## config.mk

```make
export PLATFORM = sky130hd
export DESIGN_NAME = scan_decoder_flat
export DESIGN_NICKNAME = d
export VERILOG_FILES = /design/src/rtl/scan_decoder_if.sv /design/src/rtl/scan_decoder.sv /design/src/flat_wrapper.sv
export SDC_FILE = /design/constraint.sdc
export NUM_CORES = 1
export LEC_CHECK = 0
export BUFFER_PORTS_ARGS = -buffer_cell sky130_fd_sc_hd__buf_2
export CAP_MARGIN = 20
export CORE_MARGIN = 3
export CORE_UTILIZATION = 45
export DETAILED_ROUTE_END_ITERATION = 8
export PLACE_DENSITY = 0.6
export SYNTH_ARGS = -nofsm -noshare
export SYNTH_HDL_FRONTEND = slang
export SYNTH_SLANG_ARGS = --single-unit
```

## constraint.sdc

```tcl
create_clock -name clk -period 4.1 [get_ports clk]
set_clock_uncertainty 0.2 [all_clocks]
set_input_delay 0.82 -clock clk [delete_from_list [all_inputs] [get_ports clk]]
set_output_delay 0.82 -clock clk [all_outputs]
set_load 0.02 [all_outputs]
```

## src/rtl/scan_decoder_if.sv

```systemverilog
// scan_decoder_if
//   Groups the scan-bus inputs and the decoded outputs of scan_decoder.
//   slave  : decoder side (samples anode/cathode/err_clr, drives results)
//   master : producer/observer side (drives scan pins, reads results)
//   anode[7:0]      active-low digit enables (bit0 ones, bit1 tens)
//   cathode[6:0]    active-low segments, bit0 = a .. bit6 = g
//   err_clr         synchronous clear of decode_err
//   value[6:0]      last complete decoded count 0..99
//   ones_digit/tens_digit  BCD digits of value
//   valid           a frame completed recently
//   frame_done      one-cycle pulse per completed frame
//   decode_err      sticky error flag
interface scan_decoder_if;
    logic [7:0] anode;
    logic [6:0] cathode;
    logic       err_clr;
    logic [6:0] value;
    logic [3:0] ones_digit;
    logic [3:0] tens_digit;
    logic       valid;
    logic       frame_done;
    logic       decode_err;

    modport slave (
        input  anode, cathode, err_clr,
        output value, ones_digit, tens_digit, valid, frame_done, decode_err
    );

    modport master (
        output anode, cathode, err_clr,
        input  value, ones_digit, tens_digit, valid, frame_done, decode_err
    );
endinterface

```

## src/rtl/scan_decoder.sv

```systemverilog
// scan_decoder
//   Recovers a two-digit count (0..99) by watching the anode/cathode pins
//   of a multiplexed 7-segment display. Inputs are registered once, a
//   stability counter debounces each scan slot, and a legal stable slot on
//   anode bit 0/1 loads a pending digit. When both digits are pending the
//   frame FSM commits them to the outputs.
//   clk      sole clock, rising edge
//   reset_n  asynchronous active-low reset
//   bus      scan_decoder_if.slave (pins in, decoded results out)
module scan_decoder #(
    parameter int SETTLE_CYCLES  = 4,
    parameter int TIMEOUT_CYCLES = 1048576
) (
    input  logic            clk,
    input  logic            reset_n,
    scan_decoder_if.slave   bus
);

    localparam int TW = 25;
    localparam logic [7:0]    SETTLE  = 8'(SETTLE_CYCLES);
    localparam logic [7:0]    STB_AT  = 8'(SETTLE_CYCLES - 1);
    localparam logic [TW-1:0] TMO_LIM = TW'(TIMEOUT_CYCLES);

    typedef enum logic {COLLECT, COMMIT} state_t;

    // {ok, digit}; ok=0 for any pattern that is not a decimal digit
    function automatic logic [4:0] seg_decode(input logic [6:0] seg);
        case (seg)
            7'h40:   seg_decode = 5'h10;
            7'h79:   seg_decode = 5'h11;
            7'h24:   seg_decode = 5'h12;
            7'h30:   seg_decode = 5'h13;
            7'h19:   seg_decode = 5'h14;
            7'h12:   seg_decode = 5'h15;
            7'h02:   seg_decode = 5'h16;
            7'h78:   seg_decode = 5'h17;
            7'h00:   seg_decode = 5'h18;
            7'h10:   seg_decode = 5'h19;
            default: seg_decode = 5'h00;
        endcase
    endfunction

    // input stage and debounce
    logic [7:0]    an_q, an_prev;
    logic [6:0]    ca_q, ca_prev;
    logic [7:0]    stab_cnt;

    // frame state
    state_t        state;
    logic [3:0]    pend_ones, pend_tens;
    logic          have_ones, have_tens;
    logic [TW-1:0] tmo_cnt;
    logic [6:0]    value_q;
    logic [3:0]    ones_q, tens_q;
    logic          valid_q, frame_done_q, err_q;

    // strobe decode
    logic          same;
    logic          stb;
    logic [7:0]    an_low;
    logic          multi_low;
    logic          hit_ones, hit_tens;
    logic [4:0]    seg_dec;
    logic          ld_ones, ld_tens, err_set;
    logic [6:0]    frame_val;
    logic [TW-1:0] tmo_nxt;

    always_comb begin
        same      = (an_q == an_prev) && (ca_q == ca_prev);
        // counter is about to become SETTLE on this edge: fires once per
        // stable interval because the counter then sits saturated
        stb       = same && (stab_cnt == STB_AT);
        an_low    = ~an_q;
        multi_low = |(an_low & (an_low - 8'd1));
        hit_ones  = stb && (an_low == 8'h01);
        hit_tens  = stb && (an_low == 8'h02);
        seg_dec   = seg_decode(ca_q);
        ld_ones   = hit_ones && seg_dec[4];
        ld_tens   = hit_tens && seg_dec[4];
        err_set   = (stb && multi_low) || ((hit_ones || hit_tens) && !seg_dec[4]);
        // tens*10 + ones = tens*8 + tens*2 + ones, max 99
        frame_val = {pend_tens, 3'b000} + {2'b00, pend_tens, 1'b0} + {3'b000, pend_ones};
        tmo_nxt   = (tmo_cnt == TMO_LIM) ? tmo_cnt : tmo_cnt + TW'(1);
    end

    // input registers and stability counter
    always_ff @(posedge clk or negedge reset_n) begin
        if (!reset_n) begin
            an_q     <= 8'hFF;
            ca_q     <= 7'h7F;
            an_prev  <= 8'hFF;
            ca_prev  <= 7'h7F;
            stab_cnt <= 8'd0;
        end else begin
            an_q    <= bus.anode;
            ca_q    <= bus.cathode;
            an_prev <= an_q;
            ca_prev <= ca_q;
            if (!same)
                stab_cnt <= 8'd0;
            else if (stab_cnt != SETTLE)
                stab_cnt <= stab_cnt + 8'd1;
        end
    end

    // frame FSM with registered outputs
    always_ff @(posedge clk or negedge reset_n) begin
        if (!reset_n) begin
            state        <= COLLECT;
            pend_ones    <= 4'd0;
            pend_tens    <= 4'd0;
            have_ones    <= 1'b0;
            have_tens    <= 1'b0;
            tmo_cnt      <= '0;
            value_q      <= 7'd0;
            ones_q       <= 4'd0;
            tens_q       <= 4'd0;
            valid_q      <= 1'b0;
            frame_done_q <= 1'b0;
            err_q        <= 1'b0;
        end else begin
            frame_done_q <= 1'b0;

            // a new error wins over a coincident clear
            if (err_set)
                err_q <= 1'b1;
            else if (bus.err_clr)
                err_q <= 1'b0;

            case (state)
                COLLECT: begin
                    if (have_ones && have_tens)
                        state <= COMMIT;
                    tmo_cnt <= tmo_nxt;
                    if (tmo_nxt == TMO_LIM)
                        valid_q <= 1'b0;
                end
                COMMIT: begin
                    ones_q       <= pend_ones;
                    tens_q       <= pend_tens;
                    value_q      <= frame_val;
                    frame_done_q <= 1'b1;
                    valid_q      <= 1'b1;
                    have_ones    <= 1'b0;
                    have_tens    <= 1'b0;
                    tmo_cnt      <= '0;
                    state        <= COLLECT;
                end
                default: state <= COLLECT;
            endcase

            // placed after the flag clear so a strobe landing in COMMIT
            // starts the next frame instead of being lost
            if (ld_ones) begin
                pend_ones <= seg_dec[3:0];
                have_ones <= 1'b1;
            end
            if (ld_tens) begin
                pend_tens <= seg_dec[3:0];
                have_tens <= 1'b1;
            end
        end
    end

    assign bus.value      = value_q;
    assign bus.ones_digit = ones_q;
    assign bus.tens_digit = tens_q;
    assign bus.valid      = valid_q;
    assign bus.frame_done = frame_done_q;
    assign bus.decode_err = err_q;

endmodule

```

## src/flat_wrapper.sv

```systemverilog
// flat-port wrapper written by rule: the top's interface ports become plain ports
module scan_decoder_flat 
#(
    parameter int SETTLE_CYCLES  = 4,
    parameter int TIMEOUT_CYCLES = 1048576
)
  (clk, reset_n, bus_anode, bus_cathode, bus_err_clr, bus_value, bus_ones_digit, bus_tens_digit, bus_valid, bus_frame_done, bus_decode_err);
  scan_decoder_if bus_i ();
  input  logic clk;
  input  logic reset_n;
  input wire logic [$bits(bus_i.anode)-1:0] bus_anode;
  input wire logic [$bits(bus_i.cathode)-1:0] bus_cathode;
  input wire logic [$bits(bus_i.err_clr)-1:0] bus_err_clr;
  output wire logic [$bits(bus_i.value)-1:0] bus_value;
  output wire logic [$bits(bus_i.ones_digit)-1:0] bus_ones_digit;
  output wire logic [$bits(bus_i.tens_digit)-1:0] bus_tens_digit;
  output wire logic [$bits(bus_i.valid)-1:0] bus_valid;
  output wire logic [$bits(bus_i.frame_done)-1:0] bus_frame_done;
  output wire logic [$bits(bus_i.decode_err)-1:0] bus_decode_err;
  assign bus_i.anode = bus_anode;
  assign bus_i.cathode = bus_cathode;
  assign bus_i.err_clr = bus_err_clr;
  assign bus_value = bus_i.value;
  assign bus_ones_digit = bus_i.ones_digit;
  assign bus_tens_digit = bus_i.tens_digit;
  assign bus_valid = bus_i.valid;
  assign bus_frame_done = bus_i.frame_done;
  assign bus_decode_err = bus_i.decode_err;
  scan_decoder #(.SETTLE_CYCLES(SETTLE_CYCLES), .TIMEOUT_CYCLES(TIMEOUT_CYCLES)) u_core (.clk(clk), .reset_n(reset_n), .bus(bus_i));
endmodule
```

==> impl_metrics.py <==
metrics = {
    "synthesis": {
        "synth_area_leaders": "dfrtp_1 34%, dfstp_2 17%, xor2_1 5.6%",
        "syn-instance-count": 411,
        "synthesis.area_sq_um": 4530,
        "synth_edf_count": 0,
        "synthFlopType": "dfrtp_1",
        "ys_ff_latch": 91,
        "async_flop_share_pct": 100,
        "ys_seq_area_share_pct": 51.1,
        "ys_warn_count": 0,
        "synth_cell_types": 62,
        "synth_area_leader_cell": "dfrtp_1",
        "synth_top_area_share_pct": 33.7,
        "syn_nets": 442,
        "syn_area_per_cell_sq_um": 11.0,
    },
    "placed_design": {
        "routabilityCongestion": 0.839,
        "portBuffers": 35,
        "post-dp-hpwl_mm": 5.91,
    },
    "critical_path": {
        "r2r_slack_ns": 1.16,
        "r2r_cells": 7,
        "cp_num_cells": 7,
        "timing.rr.start": "u_core.tmo_cnt[1]",
        "path_cells": "ha_1, nand3_2, or2_2, xor2_1, nor4b_1, or4b_1, o32a_1",
        "critPathKind": "flop to flop",
        "crit_path_start": "u_core.tmo_cnt[1]",
        "crit_buf_inv": 0,
        "critPathTopFamily": "simple AND/OR/NAND/NOR gates",
        "endpoint": "u_core.bus.valid",
        "cpMaxStageDelayCell": "or4b_1",
        "arrival_ns": 3.00,
        "cp_slowest_stage_delay_ns": 0.46,
        "critPathRequiredTime_ns": 4.15,
        "end_kind": "flop",
        "critPathLaunchType": "flop",
        "path_max_fanout": 10,
        "r2r-end": "u_core.bus.valid",
    },
    "sta": {
        "max-slew-margin-rel_pct": 44.5,
        "hold_viol": 0,
        "holdWs_ns": 0.195,
        "finalSetupTns_ns": 0,
        "timing.final.crit_period_ns": 2.94,
        "finalSetupViolations": 0,
        "fmax_ghz": 0.340,
        "worstMarginPinSlew_ns": 0.832,
        "slew_viol_final": 0,
        "rsz0062_at_grt": "no",
        "min_period_over_period_pct": 71.8,
    },
    "cts": {
        "cts_buffers": 9,
        "clockBufferDepth": 2,
        "cts_tree": "done",
        "cts_sinks": 91,
        "cts_hold_buf": 0,
        "post-cts-setup-buffers": 0,
        "cts_resized": 0,
        "htreeDepth": 3,
        "cts_root_buf": "clkbuf_8",
        "insertion_delay_ns": 0.36,
        "path_clk_slew_ns": 0.10,
    },
    "floorplan": {
        "die_h_microns": 106,
        "die_width_microns": 106,
        "rows": 35,
        "start_util_pct": 47.7,
        "dieArea_sq_um": 11300,
        "io_pins": 36,
        "core_area_sq_um": 9500,
    },
    "global_routing": {
        "antenna_found_initial": 0,
        "grt_pass1_vias": 2976,
        "grt_usage_pct": 16.3,
        "grt_first_pass_wirelength_mm": 14.8,
        "grt_max_degree": 67,
        "overflow": 0,
    },
    "finish": {
        "layout-drive-gt1-share_pct": 25.2,
        "diodes": 0,
        "final_common_cell": "dfrtp_1",
        "final_cell_mix": "61 x dfrtp_1, 39 x nor2_1, 34 x buf_2",
        "fin_nets": 470,
        "area_growth_syn_to_layout_pct": 11.0,
        "postLayoutCoreUtil_pct": 52.9,
    },
    "power_and_ir_drop": {
        "power_mw": 1.69,
        "power.density_nw_per_um2": 335,
        "vdd_drop_max_mv": 0.180,
        "leakagePower_nw": 2.30,
    },
    "outcome": {
        "outcome": "complete, no violations",
    },
    "detailed_routing": {
        "ant_nets": 0,
        "routedWlPerCell_microns": 14.7,
        "drtIter0Drc": 117,
        "drt_pre_antenna_iters": 4,
        "finalWirelength_mm": 8.44,
        "num_vias": 3025,
        "routed_via_density": 5.28,
        "drc": 0,
    },
    "hold_path": {
        "hp-start": "u_core.an_q[3]",
        "hp-class": "flop to flop",
    },
    "run": {
        "drv_cap": 0,
    },
}
flip-flops by register name, indices dropped and copies added, names as in the netlist:
name / cells
u_core.state: 1
u_core.an_q: 8
u_core.ca_q: 7
u_core.bus.tens_digit: 4
u_core.tmo_cnt: 25
u_core.have_ones: 1
u_core.bus.frame_done: 1
u_core.have_tens: 1
u_core.ca_prev: 7
u_core.bus.decode_err: 1
u_core.pend_ones: 4
u_core.an_prev: 8
u_core.bus.ones_digit: 4
u_core.bus.valid: 1
u_core.stab_cnt: 8
u_core.bus.value: 6
u_core.pend_tens: 4
worst min path at each step:
stage	to	slack, ns	depth (start not counted)
global route	u_core.an_prev[3]	0.21	0
detailed placement	u_core.an_prev[3]	0.18	0
CTS	u_core.an_prev[3]	0.19	0
global placement	u_core.an_prev[5]	0.18	0
floorplan	u_core.bus.frame_done	0.15	0
finish	u_core.an_prev[3]	0.20	0
logic make-up (layout without fill, tap and decap cells):
| logic type | count (synthesis) | count (layout) | share of synthesized area [%] |
|---|---|---|---|
| simple gates | 154 | 154 | 19.7 |
| xor+xnor | 50 | 50 | 9.67 |
| mux | 24 | 24 | 5.83 |
| buf+inv | 31 | 64 | 3.12 |
| fa+ha+maj | 14 | 14 | 4.14 |
| flops | 91 | 91 | 51.1 |
| compound gates | 47 | 47 | 6.44 |
routing by layer:
layer | wire [microns] | GRT usage (%)
met3 | 344 | 3.34
met2 | 3650 | 22.9
met5 | 0 | 0
met1 | 4340 | 25.2
met4 | 108 | 5.00
where the power goes:
group          total [mW]  switching, mW  internal, mW
combinational      0.0518         0.0307        0.0211
sequential          0.942         0.0175         0.925
clock               0.691          0.347         0.345
total                1.69          0.395          1.29
layout make-up:
type | instances | area, sq um
clock inverter | 4 | 40.0
clock buffer | 12 | 199
inverter | 10 | 37.5
fill | 849 | 4480
timing repair buffer | 38 | 200
sequential | 91 | 2310
tap | 129 | 161
multi-input combinational | 289 | 2070
synthesized netlist by cell type, types with 2 or more instances:
cell,number
mux2i_1,5
nor3_1,10
nor4b_1,2
nor3_4,2
clkbuf_1,14
mux2_1,6
nor4_4,2
nand4_1,7
nand4b_1,2
buf_2,2
nor3_2,2
nand2b_1,2
a21boi_0,2
inv_1,10
ha_1,11
dfrtp_1,61
nand2_1,19
nor2b_1,7
o31ai_1,2
mux2_2,13
and4_1,2
nor2_1,39
fa_1,2
a31oi_1,2
dfstp_2,30
nor4_1,4
nand3_1,22
xor2_1,29
and3_1,13
a21oi_1,13
buf_4,2
xnor2_1,21
or4_1,2
or3_1,5
o21a_1,2
o21ai_0,14
a21o_1,2
buf_6,2
worst reg2reg max path: stages, from the launching register on:
cell	delay, ns
dfrtp_1	0.45
ha_1	0.41
nand3_2	0.21
or2_2	0.34
xor2_1	0.17
nor4b_1	0.25
or4b_1	0.46
o32a_1	0.35
stage by stage:
stage | instances | cell area (sq um) | setup slack [ns]
after CTS | 573 | 5030 | 1.16
after detailed placement | 557 | 4790 | 1.17
after global routing | 573 | 5030 | 0.958
final | 573 | 5030 | 1.16
after floorplan | 411 | 4530 | 1.17
after global placement | 557 | 4790 | 1.23
(Power assumes the default switching activity.)
